===== config.mk =====
export PLATFORM = sky130hd
export DESIGN_NAME = alu_ctrl_md
export DESIGN_NICKNAME = d
export VERILOG_FILES = /design/src/rtl/alu_ctrl_pkg.sv /design/src/rtl/alu_ctrl_md_muldiv.sv /design/src/rtl/alu_ctrl_md.sv
export SDC_FILE = /design/constraint.sdc
export NUM_CORES = 1
export LEC_CHECK = 0
export BUFFER_PORTS_ARGS = -buffer_cell sky130_fd_sc_hd__buf_4
export CAP_MARGIN = 20
export CELL_PAD_IN_SITES_DETAIL_PLACEMENT = 1
export CELL_PAD_IN_SITES_GLOBAL_PLACEMENT = 1
export CORE_MARGIN = 8
export CORE_UTILIZATION = 12
export DETAILED_ROUTE_END_ITERATION = 7
export PLACE_DENSITY_LB_ADDON = 0.1
export RECOVER_POWER = 25
export SYNTH_ARGS = -nofsm -noshare
export SYNTH_HDL_FRONTEND = slang
export SYNTH_SLANG_ARGS = --single-unit

===== constraint.sdc =====
create_clock -name vclk -period 0.9
set_clock_uncertainty 0.1 [all_clocks]
set_input_delay 0.18 -clock vclk [all_inputs]
set_output_delay 0.18 -clock vclk [all_outputs]
set_load 0.02 [all_outputs]

===== src/rtl/alu_ctrl_pkg.sv =====
// Shared encodings for the ALU control decoder and its multiply/divide engine.
// The HI/LO-class decode is only consulted when ALU_MULDIV_EN is defined.
package alu_ctrl_pkg;

  localparam logic [3:0] ALUCTR_AND = 4'b0000;
  localparam logic [3:0] ALUCTR_OR  = 4'b0001;
  localparam logic [3:0] ALUCTR_ADD = 4'b0010;
  localparam logic [3:0] ALUCTR_SUB = 4'b0110;
  localparam logic [3:0] ALUCTR_SLT = 4'b0111;
  localparam logic [3:0] ALUCTR_NOR = 4'b1100;
  localparam logic [3:0] ALUCTR_INV = 4'b1111;

  localparam logic [1:0] ALUOP_ADD   = 2'b00;
  localparam logic [1:0] ALUOP_SUB   = 2'b01;
  localparam logic [1:0] ALUOP_RTYPE = 2'b10;
  localparam logic [1:0] ALUOP_OR    = 2'b11;

  localparam logic [5:0] F_ADD   = 6'b100000;
  localparam logic [5:0] F_SUB   = 6'b100010;
  localparam logic [5:0] F_AND   = 6'b100100;
  localparam logic [5:0] F_OR    = 6'b100101;
  localparam logic [5:0] F_SLT   = 6'b101010;
  localparam logic [5:0] F_NOR   = 6'b100111;
  localparam logic [5:0] F_MFHI  = 6'b010000;
  localparam logic [5:0] F_MTHI  = 6'b010001;
  localparam logic [5:0] F_MFLO  = 6'b010010;
  localparam logic [5:0] F_MTLO  = 6'b010011;
  localparam logic [5:0] F_MULT  = 6'b011000;
  localparam logic [5:0] F_MULTU = 6'b011001;
  localparam logic [5:0] F_DIV   = 6'b011010;
  localparam logic [5:0] F_DIVU  = 6'b011011;

  typedef enum logic [1:0] {
    MD_IDLE = 2'd0,
    MD_RUN  = 2'd1,
    MD_DONE = 2'd2
  } md_state_e;

  // Moves are 0100xx and mult/div are 0110xx, so two prefix compares cover all eight.
  function automatic logic is_hilo_funct(input logic [5:0] f);
    return (f[5:2] == 4'b0100) || (f[5:2] == 4'b0110);
  endfunction

endpackage


===== src/rtl/alu_ctrl_md_muldiv.sv =====
// Iterative multiply/divide engine: shift-add multiply and restoring divide over
// operand magnitudes, one bit per cycle, with sign fixup and divide-by-zero override.
module muldiv_seq
  import alu_ctrl_pkg::*;
#(
  parameter int WIDTH = 32,
  parameter int CNT_W = $clog2(WIDTH) + 1
) (
  input  logic             i_clk,
  input  logic             i_rst,
  input  logic             i_start,
  input  logic             i_is_div,
  input  logic             i_signed,
  input  logic [WIDTH-1:0] i_src_a,
  input  logic [WIDTH-1:0] i_src_b,
  output logic             o_busy,
  output logic             o_done,
  output logic [WIDTH-1:0] o_hi,
  output logic [WIDTH-1:0] o_lo
);

  md_state_e          r_state, w_state_nxt;
  logic [CNT_W-1:0]   r_cnt;
  logic               r_is_div, r_neg_q, r_neg_r, r_dz;
  logic [WIDTH-1:0]   r_a_orig, r_opnd, r_hw, r_lw;
  logic [WIDTH-1:0]   w_mag_a, w_mag_b, w_hw_nxt, w_lw_nxt, w_quo, w_rem;
  logic [WIDTH:0]     w_sum, w_shift, w_diff;
  logic [2*WIDTH-1:0] w_prod, w_prod_s;
  logic               w_last;

  assign w_last  = (r_cnt == CNT_W'(WIDTH - 1));
  assign w_mag_a = (i_signed && i_src_a[WIDTH-1]) ? -i_src_a : i_src_a;
  assign w_mag_b = (i_signed && i_src_b[WIDTH-1]) ? -i_src_b : i_src_b;

  always_ff @(posedge i_clk) begin
    if (i_rst) r_state <= MD_IDLE;
    else       r_state <= w_state_nxt;
  end

  always_comb begin
    w_state_nxt = r_state;
    case (r_state)
      MD_IDLE: if (i_start) w_state_nxt = MD_RUN;
      MD_RUN:  if (w_last)  w_state_nxt = MD_DONE;
      MD_DONE: w_state_nxt = MD_IDLE;
      default: w_state_nxt = MD_IDLE;
    endcase
  end

  // r_hw/r_lw hold {partial product, multiplier} or {remainder, dividend/quotient}.
  assign w_sum    = {1'b0, r_hw} + (r_lw[0] ? {1'b0, r_opnd} : '0);
  assign w_shift  = {r_hw, r_lw[WIDTH-1]};
  assign w_diff   = w_shift - {1'b0, r_opnd};
  assign w_hw_nxt = r_is_div ? (w_diff[WIDTH] ? w_shift[WIDTH-1:0] : w_diff[WIDTH-1:0])
                             : w_sum[WIDTH:1];
  assign w_lw_nxt = r_is_div ? {r_lw[WIDTH-2:0], ~w_diff[WIDTH]}
                             : {w_sum[0], r_lw[WIDTH-1:1]};

  always_ff @(posedge i_clk) begin
    if (i_rst) begin
      r_cnt    <= '0;
      r_is_div <= 1'b0;
      r_neg_q  <= 1'b0;
      r_neg_r  <= 1'b0;
      r_dz     <= 1'b0;
      r_a_orig <= '0;
      r_opnd   <= '0;
      r_hw     <= '0;
      r_lw     <= '0;
    end else if (r_state == MD_IDLE && i_start) begin
      r_cnt    <= '0;
      r_is_div <= i_is_div;
      r_neg_q  <= i_signed && (i_src_a[WIDTH-1] ^ i_src_b[WIDTH-1]);
      r_neg_r  <= i_signed && i_src_a[WIDTH-1];
      r_dz     <= i_is_div && (i_src_b == '0);
      r_a_orig <= i_src_a;
      r_opnd   <= w_mag_b;
      r_hw     <= '0;
      r_lw     <= w_mag_a;
    end else if (r_state == MD_RUN) begin
      r_cnt <= r_cnt + CNT_W'(1);
      r_hw  <= w_hw_nxt;
      r_lw  <= w_lw_nxt;
    end
  end

  assign w_prod   = {r_hw, r_lw};
  assign w_prod_s = r_neg_q ? -w_prod : w_prod;
  assign w_quo    = r_neg_q ? -r_lw : r_lw;
  assign w_rem    = r_neg_r ? -r_hw : r_hw;

  assign o_busy = (r_state != MD_IDLE);
  assign o_done = (r_state == MD_DONE);
  assign o_hi   = r_dz ? r_a_orig : (r_is_div ? w_rem : w_prod_s[2*WIDTH-1:WIDTH]);
  assign o_lo   = r_dz ? '1 : (r_is_div ? w_quo : w_prod_s[WIDTH-1:0]);

endmodule


===== src/rtl/alu_ctrl_md.sv =====
// ALU control decode plus HI/LO registers and the iterative mult/div unit.
// Macro ALU_MULDIV_EN enables the HI/LO-class instructions; undefined ties them off.
module alu_ctrl_md
  import alu_ctrl_pkg::*;
#(
  parameter int WIDTH = 32,
  parameter int CNT_W = $clog2(WIDTH) + 1
) (
  input  logic             i_clk,
  input  logic             i_rst,
  input  logic             i_valid,
  input  logic [1:0]       i_aluop,
  input  logic [5:0]       i_funct,
  input  logic [WIDTH-1:0] i_src_a,
  input  logic [WIDTH-1:0] i_src_b,
  output logic [3:0]       o_aluctr,
  output logic             o_md_sel,
  output logic [WIDTH-1:0] o_md_result,
  output logic             o_busy,
  output logic             o_stall,
  output logic [WIDTH-1:0] o_hi,
  output logic [WIDTH-1:0] o_lo
);

  logic w_hilo_funct;
`ifdef ALU_MULDIV_EN
  assign w_hilo_funct = is_hilo_funct(i_funct);
`else
  assign w_hilo_funct = 1'b0;
`endif

  always_comb begin
    o_aluctr = ALUCTR_INV;
    case (i_aluop)
      ALUOP_ADD: o_aluctr = ALUCTR_ADD;
      ALUOP_SUB: o_aluctr = ALUCTR_SUB;
      ALUOP_OR:  o_aluctr = ALUCTR_OR;
      default: begin
        case (i_funct)
          F_ADD:   o_aluctr = ALUCTR_ADD;
          F_SUB:   o_aluctr = ALUCTR_SUB;
          F_AND:   o_aluctr = ALUCTR_AND;
          F_OR:    o_aluctr = ALUCTR_OR;
          F_SLT:   o_aluctr = ALUCTR_SLT;
          F_NOR:   o_aluctr = ALUCTR_NOR;
          default: o_aluctr = w_hilo_funct ? ALUCTR_ADD : ALUCTR_INV;
        endcase
      end
    endcase
  end

`ifdef ALU_MULDIV_EN
  logic             w_hilo, w_accept, w_start, w_is_div, w_signed, w_md_done;
  logic [WIDTH-1:0] w_md_hi, w_md_lo, r_hi, r_lo;

  assign w_hilo   = (i_aluop == ALUOP_RTYPE) && w_hilo_funct;
  assign w_accept = i_valid && w_hilo && !o_busy;
  assign w_is_div = (i_funct == F_DIV) || (i_funct == F_DIVU);
  assign w_signed = (i_funct == F_MULT) || (i_funct == F_DIV);
  assign w_start  = w_accept && (w_is_div || i_funct == F_MULT || i_funct == F_MULTU);

  muldiv_seq #(
    .WIDTH (WIDTH),
    .CNT_W (CNT_W)
  ) u_muldiv (
    .i_clk    (i_clk),
    .i_rst    (i_rst),
    .i_start  (w_start),
    .i_is_div (w_is_div),
    .i_signed (w_signed),
    .i_src_a  (i_src_a),
    .i_src_b  (i_src_b),
    .o_busy   (o_busy),
    .o_done   (w_md_done),
    .o_hi     (w_md_hi),
    .o_lo     (w_md_lo)
  );

  assign o_stall     = i_valid && w_hilo && o_busy;
  assign o_md_sel    = w_accept && (i_funct == F_MFHI || i_funct == F_MFLO);
  assign o_md_result = !o_md_sel ? '0 : ((i_funct == F_MFHI) ? r_hi : r_lo);

  // Moves are never accepted while busy, so they cannot collide with the DONE write.
  always_ff @(posedge i_clk) begin
    if (i_rst) begin
      r_hi <= '0;
      r_lo <= '0;
    end else if (w_md_done) begin
      r_hi <= w_md_hi;
      r_lo <= w_md_lo;
    end else if (w_accept) begin
      if (i_funct == F_MTHI) r_hi <= i_src_a;
      if (i_funct == F_MTLO) r_lo <= i_src_a;
    end
  end

  assign o_hi = r_hi;
  assign o_lo = r_lo;
`else
  logic             w_unused;
  logic [CNT_W-1:0] w_unused_cnt;

  assign w_unused     = ^{i_clk, i_rst, i_valid, i_src_a, i_src_b};
  assign w_unused_cnt = '0;
  assign o_md_sel     = 1'b0;
  assign o_md_result  = '0;
  assign o_busy       = 1'b0;
  assign o_stall      = 1'b0;
  assign o_hi         = '0;
  assign o_lo         = '0;
`endif

endmodule

# --- Word level (Yosys, flattened, before mapping) ---
# Index checks and enable logic that the tools add are counted.
op_classes:
  eq_ne: 8
  reduce_logical: 1
  muxes: 2
ops:
  columns: ["cell", "count"]
  rows:
  - ["$eq A6 B6 Y1 const B", 6]
  - ["$pmux W4 S6", 1]
  - ["$pmux W4 S3", 1]
  - ["$eq A2 B1 Y1 const B", 1]
  - ["$eq A2 B2 Y1 const B", 1]
  - ["$logic_not A2 Y1", 1]
totals:
  register_bits: 0
  word_cells: 11

# --- Depth between registers and ports, before layout ---
depth:
  word_depth: 3
  depth_mapped: 3
  mapped_depth_nobuf: 3

# --- Least setup slack after synthesis ---
# OpenSTA, ideal clock, no wires.
synth_timing:
  path_kind: "input -> output"
  startpoint: "input i_funct[4]"
  endpoint: "output o_aluctr[2]"
  path_slack_ns: -0.261
  arrival_time_ns: 0.881
  required_time_ns: 0.620
  stages: 3
  cell_sequence: "nand2b_4 a2111oi_0 o21ai_0"
synth_via:
  elab_chain_len: 3
synth_rtl:
  columns: ["element", "line_no", "rtl"]
  rows:
  - ["from (decl)", "alu_ctrl_md.sv:13", "input logic [5:0] i_funct,"]
  - ["$eq A6 B6 Y1", "alu_ctrl_md.sv:39", "case (i_funct)"]
  - ["$pmux W4 S6 *", "alu_ctrl_md.sv:39", null]
  - ["$pmux W4 S3 *", "alu_ctrl_md.sv:34", "case (i_aluop)"]
  - ["to (decl)", "alu_ctrl_md.sv:16", "output logic [3:0] o_aluctr,"]
# Every way passes the cells marked *; elsewhere a longest branch is shown, timed or not.

# --- Worst setup path in the final report ---
layout_timing:
  startpoint: "input i_funct[4]"
  endpoint: "output o_aluctr[0]"
# The elaborated chain is that of the path after synthesis.

==> out/qor.yml <==
die:
  io_pins: 178
  start_util: 0.1245
  dieArea_um2: 10040
  die_x_um: 100.2
  core_area_um2: 6832
  num_rows: 30
  die_y_um: 100.2
logic_synthesis:
  synth_top_area_share: 0.8735
  netlist_instances: 115
  avgSynthCellArea_um2: 7.398
  yosysTopAreaCell: "buf_4"
  yosysWarnings: 0
  synthMostInstantiatedCell: "buf_4"
  ys_seq_area_frac: 0
  syn_area_um2: 850.8
  ys_top_cells_by_count: "99 x buf_4, 3 x nand2b_1, 2 x inv_1"
  synth_area_leaders: "buf_4 87%, nand2b_1 2.2%, nand2b_4 1.6%, o41a_1 1.3%, a2111oi_1 1.2%"
  synth.distinct_cells: 14
job:
  cap_viol_max_count: 0
timing:
  finalHoldViolCount: 0
  finalSetupViolations: 4
  post-route-worst-setup-slack_ns: -0.3381
  rsz0062_at_grt: "true"
  post-route-period-util: 1.376
  fmax_mhz: 807.7
  fin_crit_ns: 1.238
  slew_violations: 0
layout:
  nClkBuffers: 0
  area.sequential_um2: 0
  drive_above_1_share: 0.1969
  fin_area_um2: 815.8
  area_growth_pct: -4.118
  nNetsFinal: 204
  design.seq.count: 0
  antenna_cells: 0
  post-route-util: 0.1194
worst_setup_path:
  cp_max_fo: 4
  path_class: "in2out"
  crit_end: "o_aluctr[0]"
  arrival_ns: 0.96
  cp-end-kind: "output pin"
  cp.required_ns: 0.62
  crit_start: "i_funct[4]"
  startpoint_type: "input port"
global_routing:
  grt_overflow: 0
  track_usage: 0.02906
  grt_pass1_vias: 497
  grt_pass1_wl_um: 2539
  grt_max_degree: 5
  antenna_found_initial: 0
pwr:
  vdd_drop_max_mv: 0.09149
  power_leakage_nw: 0.4527
  power_density_nw_per_um2: 678.5
route:
  avgViaCountPerCell: 1.883
  wl_per_cell_um: 8.740
  routed_wl_um: 1949
  drc_errors: 0
  dr_total_vias: 420
  drtIter0Drc: 0
  drt.antenna.violating_nets: 0
  drt_first_pass_iters: 1
place:
  gp_congestion: 0.6928
  hpwl_um: 1847
  numPortBuffers: 12
  dpl-instance-area_um2: 709.4
cts:
  hold_buffers: 0
outcome:
  status: "complete, but fails checks"
  violations: "negative setup slack"
min_path:
  hold_path.startpoint: "i_aluop[0]"
  hp-class: "in2out"
[logic make-up after synthesis]
logic type,after synthesis,synth area share
xor gates and xnor gates,1,0.01030
buffers and inverters,101,0.8824
other,1,0.004408
and+or+nand+nor,5,0.04264
AOI/OAI and AO/OA,7,0.06028
[per-stage QoR]
step	power (mW)	TNS (ns)	hold slack [ns]	setup WS (ns)	std cells
floorplan	0.7378	-0.4738	0.3979	-0.1620	213
global placement	0.4750	-1.453	0.5778	-0.3998	223
CTS	0.5104	-1.142	0.5713	-0.3397	223
global route	0.5877	-1.232	0.5886	-0.3516	223
detailed placement	0.4763	-1.458	0.5711	-0.4006	223
finish	0.5535	-1.095	0.5662	-0.3381	223
[power breakdown]
group | switching (mW) | internal, mW
clock | 0 | 0
combinational | 0.466 | 0.0878
sequential | 0 | 0
total | 0.466 | 0.0878
[per-layer routing]
metal | part of all wire | GRT usage
met3 | 0.16 | 0.01038
met4 | 0 | 0
met1 | 0.33 | 0.02787
met5 | 0 | 0
met2 | 0.50 | 0.06000
[worst max-delay path: stages]
cell	delay [ns]
buf_6	0.09
nand2b_4	0.16
o41a_1	0.38
buf_6	0.14
[placed cells by master (no fill, tap or decap)]
master,Yosys,final
o41a_1,1,1
inv_6,0,1
nand2b_2,0,1
o21ai_1,1,1
xnor2_2,0,1
o21ai_2,0,1
a2111oi_4,0,2
a31oi_4,0,1
nand2_4,0,1
nand2b_1,3,1
inv_2,0,1
buf_4,99,5
buf_6,0,7
buf_8,0,1
conb_1,1,99
a21oi_2,0,1
nand2b_4,1,2
[timing repair]
item	CTS	global route
pin swaps	3	2
setup endpoints to repair	4	4
setup buffers	0	0
cloned	0	0
resized for setup	14	9
[cell type report]
class / count / area, um^2
inverters: 2 / 12.51
fillers: 880 / 6016
multi-input cells: 112 / 551.8
repair buffers: 13 / 131.4
well taps: 96 / 120.1
[worst min path at each step]
stage / depth (start not counted) / slack, ns / to
2_1_floorplan: 1 / 0.40 / o_aluctr[1]
3_3_place_gp: 3 / 0.58 / o_aluctr[1]
3_5_place_dp: 3 / 0.57 / o_aluctr[1]
4_1_cts: 3 / 0.57 / o_aluctr[1]
5_1_grt: 3 / 0.59 / o_aluctr[1]
6_report: 3 / 0.57 / o_aluctr[1]
Power figures use the tool's default switching activity.
